`config.mk`:
```
export PLATFORM = sky130hd
export DESIGN_NAME = button_debounce_flat
export DESIGN_NICKNAME = d
export VERILOG_FILES = /design/src/rtl/button_debounce_if.sv /design/src/rtl/button_debounce.sv /design/src/flat_wrapper.sv
export SDC_FILE = /design/constraint.sdc
export NUM_CORES = 1
export LEC_CHECK = 0
export ABC_AREA = 1
export BUFFER_PORTS_ARGS = -buffer_cell sky130_fd_sc_hd__buf_2
export CAP_MARGIN = 10
export CORE_MARGIN = 3
export CORE_UTILIZATION = 40
export CTS_CLUSTER_DIAMETER = 60
export DETAILED_ROUTE_END_ITERATION = 10
export MAX_ROUTING_LAYER = met4
export SLEW_MARGIN = 20
export SYNTH_ARGS = -nofsm -noshare
export SYNTH_HDL_FRONTEND = slang
export SYNTH_SLANG_ARGS = --single-unit
```
`constraint.sdc`:
```
create_clock -name clk -period 2.3 [get_ports clk]
set_input_delay 0.23 -clock clk [delete_from_list [all_inputs] [get_ports clk]]
set_output_delay 0.23 -clock clk [all_outputs]
set_load 0.01 [all_outputs]
```
`src/rtl/button_debounce_if.sv`:
```
// Pushbutton pin and its conditioned outputs (level plus press/release pulses).
interface button_debounce_if;
    logic btn_raw;
    logic btn_level;
    logic btn_press;
    logic btn_release;

    modport master (
        output btn_raw,
        input  btn_level,
        input  btn_press,
        input  btn_release
    );

    modport slave (
        input  btn_raw,
        output btn_level,
        output btn_press,
        output btn_release
    );
endinterface

```
`src/rtl/button_debounce.sv`:
```
// Pushbutton conditioner: 2-flop synchronizer, debounce counter and a 4-state FSM
// producing a stable pressed level plus single-cycle press/release pulses.
module button_debounce #(
    parameter int DEBOUNCE_CYCLES = 20,
    parameter bit ACTIVE_LOW      = 1'b1
) (
    input  logic               clk,
    input  logic               reset,
    button_debounce_if.slave   bus
);
    localparam int CW = $clog2(DEBOUNCE_CYCLES);
    localparam logic [CW-1:0] CNT_LAST = CW'(DEBOUNCE_CYCLES - 1);

    typedef enum logic [1:0] {
        IDLE         = 2'd0,
        PRESS_WAIT   = 2'd1,
        PRESSED      = 2'd2,
        RELEASE_WAIT = 2'd3
    } state_t;

    state_t        state;
    logic [CW-1:0] cnt;
    logic          p;
    logic          s1, s2;
    logic          level_q, press_q, release_q;

    // Normalized so that 1 always means "pressed" regardless of board wiring.
    assign p = bus.btn_raw ^ ACTIVE_LOW;

    always_ff @(posedge clk or negedge reset) begin
        if (!reset) begin
            s1 <= 1'b0;
            s2 <= 1'b0;
        end else begin
            s1 <= p;
            s2 <= s1;
        end
    end

    always_ff @(posedge clk or negedge reset) begin
        if (!reset) begin
            state     <= IDLE;
            cnt       <= '0;
            level_q   <= 1'b0;
            press_q   <= 1'b0;
            release_q <= 1'b0;
        end else begin
            press_q   <= 1'b0;
            release_q <= 1'b0;
            case (state)
                IDLE: begin
                    if (s2) begin
                        state <= PRESS_WAIT;
                        cnt   <= '0;
                    end
                end
                PRESS_WAIT: begin
                    if (!s2) begin
                        state <= IDLE;
                    end else if (cnt == CNT_LAST) begin
                        state   <= PRESSED;
                        level_q <= 1'b1;
                        press_q <= 1'b1;
                    end else begin
                        cnt <= cnt + 1'b1;
                    end
                end
                PRESSED: begin
                    if (!s2) begin
                        state <= RELEASE_WAIT;
                        cnt   <= '0;
                    end
                end
                RELEASE_WAIT: begin
                    // A bounce back to pressed keeps the level high; only a full quiet run releases.
                    if (s2) begin
                        state <= PRESSED;
                    end else if (cnt == CNT_LAST) begin
                        state     <= IDLE;
                        level_q   <= 1'b0;
                        release_q <= 1'b1;
                    end else begin
                        cnt <= cnt + 1'b1;
                    end
                end
                default: begin
                    state   <= IDLE;
                    level_q <= 1'b0;
                end
            endcase
        end
    end

    assign bus.btn_level   = level_q;
    assign bus.btn_press   = press_q;
    assign bus.btn_release = release_q;
endmodule
```
`src/flat_wrapper.sv`:
```
// flat-port wrapper written by rule: the top's interface ports become plain ports
module button_debounce_flat 
#(
    parameter int DEBOUNCE_CYCLES = 20,
    parameter bit ACTIVE_LOW      = 1'b1
)
  (clk, reset, bus_btn_raw, bus_btn_level, bus_btn_press, bus_btn_release);
  button_debounce_if bus_i ();
  input  logic clk;
  input  logic reset;
  input wire logic [$bits(bus_i.btn_raw)-1:0] bus_btn_raw;
  output wire logic [$bits(bus_i.btn_level)-1:0] bus_btn_level;
  output wire logic [$bits(bus_i.btn_press)-1:0] bus_btn_press;
  output wire logic [$bits(bus_i.btn_release)-1:0] bus_btn_release;
  assign bus_i.btn_raw = bus_btn_raw;
  assign bus_btn_level = bus_i.btn_level;
  assign bus_btn_press = bus_i.btn_press;
  assign bus_btn_release = bus_i.btn_release;
  button_debounce #(.DEBOUNCE_CYCLES(DEBOUNCE_CYCLES), .ACTIVE_LOW(ACTIVE_LOW)) u_core (.clk(clk), .reset(reset), .bus(bus_i));
endmodule
```
Word level (Yosys, flattened, before mapping):

Index checks and enable logic that the tools add are counted.

* equality and inequality tests: 12
* bitwise logic cells: 1
* add/subtract/negate cells: 1
* muxes and demuxes: 23
* reductions and logical operators: 5

Operators by type and width (number)
* $mux 5: 5
* $pmux 5 s4: 1
* $mux 2: 6
* $mux 1: 9
* $ne 2x1->1 const B: 4
* $pmux 2 s4: 1
* $reduce_and 4->1: 2
* $add 5x1->5 const B: 1
* $eq 5x5->1 const B: 1
* $reduce_and 5->1: 1
* $eq 2x2->1 const B: 2
* $ne 2x2->1 const B: 2
* $ne 3x1->1 const B: 1
* $ne 3x3->1 const B: 1
* $eq 2x1->1 const B: 1
* $logic_not 2->1: 1
* $pmux 1 s2: 1
* $reduce_bool 2->1: 1
* $not 1->1: 1

* bits of input ports: 3
* bits in registers: 12

Longest topological paths before layout:

Gate-level depths: netlist (run 1).

* word-level depth: 4
* mapped depth: 7
* gate-level depth less buffers: 7

Worst setup path after synthesis (run 1):

No wires, ideal clock.

* path type: register to register
* from: register u_core.cnt[0]
* to: register u_core.cnt[3]
* arrival time: 1.102 ns
* slack: 1.082 ns
* clock period less this slack: 1.218 ns
* stages on the path, launching flop included: 8
* data required time: 2.184 ns
* path through: dfrtp_1 > ha_1 > nand2_1 > clkinv_1 > nand3_4 > nand2_4 > nand2_1 > nand2_1

* longest elaborated chain between the ends: 4

Ends and longest elaborated chain
* start, declared: line button_debounce.sv:22 `logic [CW-1:0] cnt;`
* start signal, assigned: line button_debounce.sv:65 `cnt <= cnt + 1'b1;`
* start signal, assigned: line button_debounce.sv:83 `cnt <= cnt + 1'b1;`
* $add 5x1->5 or $eq 5x5->1 (tied branches)
* $mux 5 (*): line button_debounce.sv:60, button_debounce.sv:78
* $mux 5, on equally long branches: line button_debounce.sv:76, button_debounce.sv:58
* $pmux 5 s4 (*): line button_debounce.sv:50 `case (state)`

Mark *: on every way between the ends. The rest lies on a longest branch, timed or not. The select of a mux whose other input is x is not followed.
A chain may end at the register's enable or synchronous reset.

Worst setup path in the final report (run 1):

* from: register u_core.cnt[0]
* to: register u_core.cnt[2]

The elaborated chain is that of the path after synthesis.

==> results of run 1 <==
==> registers in the layout, summed over array words and instances, names as in the netlist, named ones only <==
name,cells
u_core.s1,1
u_core.bus.btn_press,1
u_core.s2,1
u_core.state,1
u_core.bus.btn_release,1
u_core.bus.btn_level,1
u_core.cnt,5
==> cell families after synthesis <==
logic type	after synthesis	share of synthesized area, %
adder cells (fa/ha/maj)	1	2.13
buffers and inverters	12	8.96
flip-flops	12	51.2
AO/OA/AOI/OAI	1	0.852
XOR/XNOR	1	1.49
AND/OR/NAND/NOR	42	35.4
==> area by class of cell <==
cell class / instances / area, µm²
repair buffers: 6 / 35.0
well taps: 15 / 18.8
fillers: 141 / 682
clock buffers: 3 / 22.5
inverters: 11 / 41.3
multi-input cells: 45 / 234
flip-flops and latches: 12 / 300
==> layer usage <==
layer	track usage, %	part of all wire [%]
met1	15.4	51
met5	-	0
met3	7.32	6.6
met2	14.5	43
met4	3.61	0
==> worst paths after layout <==
kind	from	end	slack (ns)
max	u_core.cnt[0]	u_core.cnt[2]	1.0
min	bus_btn_raw	u_core.s1	0.10
max reg2reg	u_core.cnt[0]	u_core.cnt[2]	1.0
min reg2reg	u_core.s1	u_core.s2	0.35
max in group asynchronous	reset	u_core.state[0]	1.72
min in group asynchronous	reset	u_core.cnt[2]	0.37
==> report_power, final <==
group | leakage, nW | internal [mW] | switching, mW
Sequential | 0.159 | 0.220 | 0.0117
Combinational | 0.196 | 0.0134 | 0.0192
Clock | 0.0138 | 0.0604 | 0.0582
==> layout by cell type, fill, tap and decap left out <==
master         instances
nand4_1                3
nand2_1               25
dlygate4sd3_1          1
o21ai_1                1
clkbuf_4               3
and2_2                 1
buf_2                  5
ha_1                   1
nand2_4                1
xor2_1                 1
clkinv_1               2
inv_2                  1
nand3b_1               1
nor2_1                 2
inv_1                  8
nor2_2                 3
dfrtp_1               12
nand3_1                5
nand3_4                1
==> metrics, run 1 <==
outcome finished clean; CTS sink cnt 12; Slew HR 82.1%; Finished Cell Area 652 µm²; share of layout cells above drive strength 1 19.5%; Critical Path, Cell by Cell ha_1 -> nand2_1 -> clkinv_1 -> nand3_4 -> nand2_4 -> nand2_1 -> nand2_1; number of cells on the critical path 7; grt ovf 0; Non-Filler Instances 92; final-report setup violation count 0; Syn Nets 73; worst r2r path cells 7; Seq/Total Area, Yosys 51.2%; Clk Latency, worst-skew pair 0.26 ns; Hold Crit Class input port to register; GRT Total Usage 11.7%; Bufs on Longest Clock Path 2; synth warn 0; Buf/Inv on CP 1; Final ANT Viol Nets 0; Post-Route Utilization 48.9%; Iter 0 DRT Violations 6; Hold Buf Count CTS 1; CTS H-tree depth 1; clock slew at reported path FFs 0.06 ns; TritonCTS Buffers 3; Synth Area per Inst 8.50 µm²; top post-synthesis cells by count 25 x nand2_1, 12 x dfrtp_1, 8 x inv_1; max_cap viols 0; # DRC 0; Max stage delay on crit path 0.42 ns; die width around 44 µm; FFs w/ async S/R, synth 100%; Crit. End Element register; Synth top area share 51.2%; Vias per Instance ~4.7; area leader, netlist dfrtp_1; FP Rows 13; CTS Root Cell clkbuf_4; CTS tree yes; Starting Density 44.0%; largest net degree at the start of global routing 13; DP HPWL slightly below 700 µm; Tightest Pin Transition 0.269 ns; Routed WL per cell ~9.4 µm; Setup TNS 0 ns; # diodes 0; initial antenna violation count 0; IO Pins 6; top-count cell post-synth nand2_1; cell family with most CP delay flip-flops; flops & latches, synth 12; Hold Path Depth 2; port bufs 5; worst-path fanout max 6; smallest hold slack ~0.10 ns; Tmin final ~1.3 ns; ranking of synthesized cells by area dfrtp_1 51%, nand2_1 16%, inv_1 5.1%, nand3_1 4.3%, nand4_1 3.2%; first-pass GRT wire length 1.54 mm; post-synthesis cell type count 17; DR vias 436; clock skew 0.00187 ns; Cell Area, Placed just over 600 µm²; placed cells 88; CP max-delay cell dfrtp_1; Worst Path Class, Setup register to register; power after layout 0.383 mW; DRT Pass-1 Iters 4; Final WS setup 0.996 ns; CP most frequent cell nand2_1; Main synth FF type dfrtp_1; area growth from synthesis to layout 11.1%; EDFF count, synth 0; # Post-CTS Setup Buffers 0; vias in the first global route 364; DIE AREA 1960 µm²; Final Hold Viols 0; RSZ-0062 raised after global routing false; Detailed Route WL 868 µm; Arr. time, crit path roughly 1.5 ns; Core Box Area 1330 µm²; cell leakage power 0.369 nW; RePlAce Congestion 0.789; Worst setup SP type register; Die H approximately 44 µm; VDD IR max 0.000332 V; pre-CTS setup slack 0.993 ns; Final Cycle Share a little under three fifths; CP required 2.46 ns; Max Slew Vio Count 0; power per cell area 587 nW/µm²; Syn Inst Count 69; FMAX 767 MHz; PostCTS Resize Cnt 0; cell area after synthesis around 590 µm²; fin nets 83
No activity file was read; power rests on OpenSTA's default activity.
==> inputs of run 2 (changes only) <==
==> constraint.sdc (replaced) <==
create_clock -name clk -period 1.2 [get_ports clk]
set_input_delay 0.12 -clock clk [delete_from_list [all_inputs] [get_ports clk]]
set_output_delay 0.12 -clock clk [all_outputs]
set_load 0.01 [all_outputs]
==> run 2 against run 1 <==
First-iteration DRC count fell by 67%; setup slack got worse by 0.92 ns; worst hold slack improved by 0.17 ns; routed wire length rose by 10%; largest power group unchanged; highest routed layer is now met4.
==> metrics, run 2 (same netlist as run 1, synthesis figures left out) <==
Final Hold Viols 0; fin nets 89; Final Cycle Share approximately 93%; # diodes 0; grt ovf 0; smallest hold slack 0.271 ns; Iter 0 DRT Violations 2; worst r2r path cells 7; vias in the first global route roughly 390; DIE AREA 1960 µm²; port bufs 5; outcome finished clean; R2R setup slack around 0.078 ns; Die H 44.3 µm; Largest Register u_core.cnt; Non-Filler Instances 98; Bufs on Longest Clock Path 2; CTS sink cnt 12; Arr. time, crit path 1.28 ns; reg2reg end u_core.cnt[1]; final-report setup violation count 0; RePlAce Congestion 0.761; first-pass GRT wire length approximately 1.7 mm; # DRC 0; CTS Root Cell clkbuf_4; IO Pins 6; Crit. End Element register; DRT Pass-1 Iters 2; power per cell area between 1000 and 1500 nW/µm²; Clk Latency, worst-skew pair 0.26 ns; GRT Total Usage 12.7%; Max Slew Vio Count 0; CTS tree yes; most common cell after layout, fill and taps aside nand2_1; Cell Area, Placed 652 µm²; die width 44.3 µm; cell leakage power ~0.4 nW; clock skew about 0.0027 ns; Final ANT Viol Nets 0; Tmin final 1.12 ns; power after layout approximately 0.77 mW; Worst Path Class, Setup register to register; Slew HR 81.2%; max reg flops 5; CP required 1.36 ns; max_cap viols 0; CTS H-tree depth 1; placed cells 92; FP Rows 13; Finished Cell Area around 710 µm²; area growth from synthesis to layout 20.7%; Post-Route Utilization 53.1%; FMAX approximately 900 MHz; Routed WL per cell about 9.8 µm; commonest cells after routing, fill and taps aside 23 x nand2_1, 12 x dfrtp_1, 8 x inv_1; Detailed Route WL around 960 µm; RSZ-0062 raised after global routing true; DR vias roughly 460; share of layout cells above drive strength 1 a little under 30%; Vias per Instance about 4.7; worst reg2reg startpoint u_core.cnt[1]; Worst setup SP type register; Tightest Pin Transition about 0.28 ns; worst-path fanout max 6; initial antenna violation count 0; clock slew at reported path FFs ~0.070 ns; Hold Crit Class input port to async pin; DP HPWL 725 µm; TritonCTS Buffers 3; VDD IR max 0.000582 V; Core Box Area ~1300 µm²; CP startpoint u_core.cnt[1]; Starting Density 44.0%; largest net degree at the start of global routing 13
run 2: changes by cell type in the layout (fill, tap and decap cells not counted), sizes merged:
| cell | previous run | this run |
|---|---|---|
| buf | 5 | 10 |
| dlygate4sd3 | 1 | 2 |
run 2: worst max path at each step:
stage / cells past startpoint / slack [ns] / end
floorplan: 7 / 0.02 / u_core.cnt[3]
global placement: 7 / 0.02 / u_core.cnt[1]
detailed placement: 7 / -0.0007 / u_core.cnt[2]
CTS: 7 / 0.01 / u_core.cnt[1]
global route: 6 / -0.02 / u_core.bus.btn_level
finish: 7 / 0.08 / u_core.cnt[1]
run 2: repair_timing:
item                       in CTS  in global routing
setup endpoints to repair       5                  6
setup buffers                   0                  1
hold buffers                    2                  0
gates cloned                    0                  0
pin swaps                       0                  3
resized for setup               1                  2
hold endpoints to repair       13                  0
run 2: cell type report:
| cell class | count | area (µm²) |
|---|---|---|
| Clock buffer | 3 | 22.5 |
| Multi-Input combinational cell | 45 | 241 |
| Inverter | 11 | 42.5 |
| Tap cell | 15 | 18.8 |
| Timing Repair Buffer | 12 | 82.6 |
| Fill cell | 132 | 626 |
| Sequential cell | 12 | 300 |
run 2: layer usage:
layer	part of all wire [%]	vias up	track usage, %	wire length, µm
met5	0	-	-	0
met1	47	209	15.5	449
met2	47	6	16.9	449
met3	5.0	2	7.32	48
met4	1.0	0	5.42	10
li1	-	241	-	-
run 2: where the power goes:
| part | internal, mW | switching (mW) |
|---|---|---|
| combinational | 0.0481 | 0.0479 |
| clock | 0.116 | 0.116 |
| sequential | 0.421 | 0.0176 |
run 2: metrics by stage:
stage	setup slack [ns]	setup TNS (ns)
floorplan	0.0237	0
global placement	0.0180	0
detailed placement	-0.000688	-0.00117
CTS	0.0119	0
global route	-0.0175	-0.0420
finish	0.0781	0
run 2: worst max-delay path, stage by stage (launching register included):
cell and delay, ns:
dfrtp_1 0.38, ha_2 0.20, nand2_2 0.08, clkinv_2 0.07, nand3_4 0.09, nand2_4 0.09, nand2_1 0.06, nand2_1 0.04
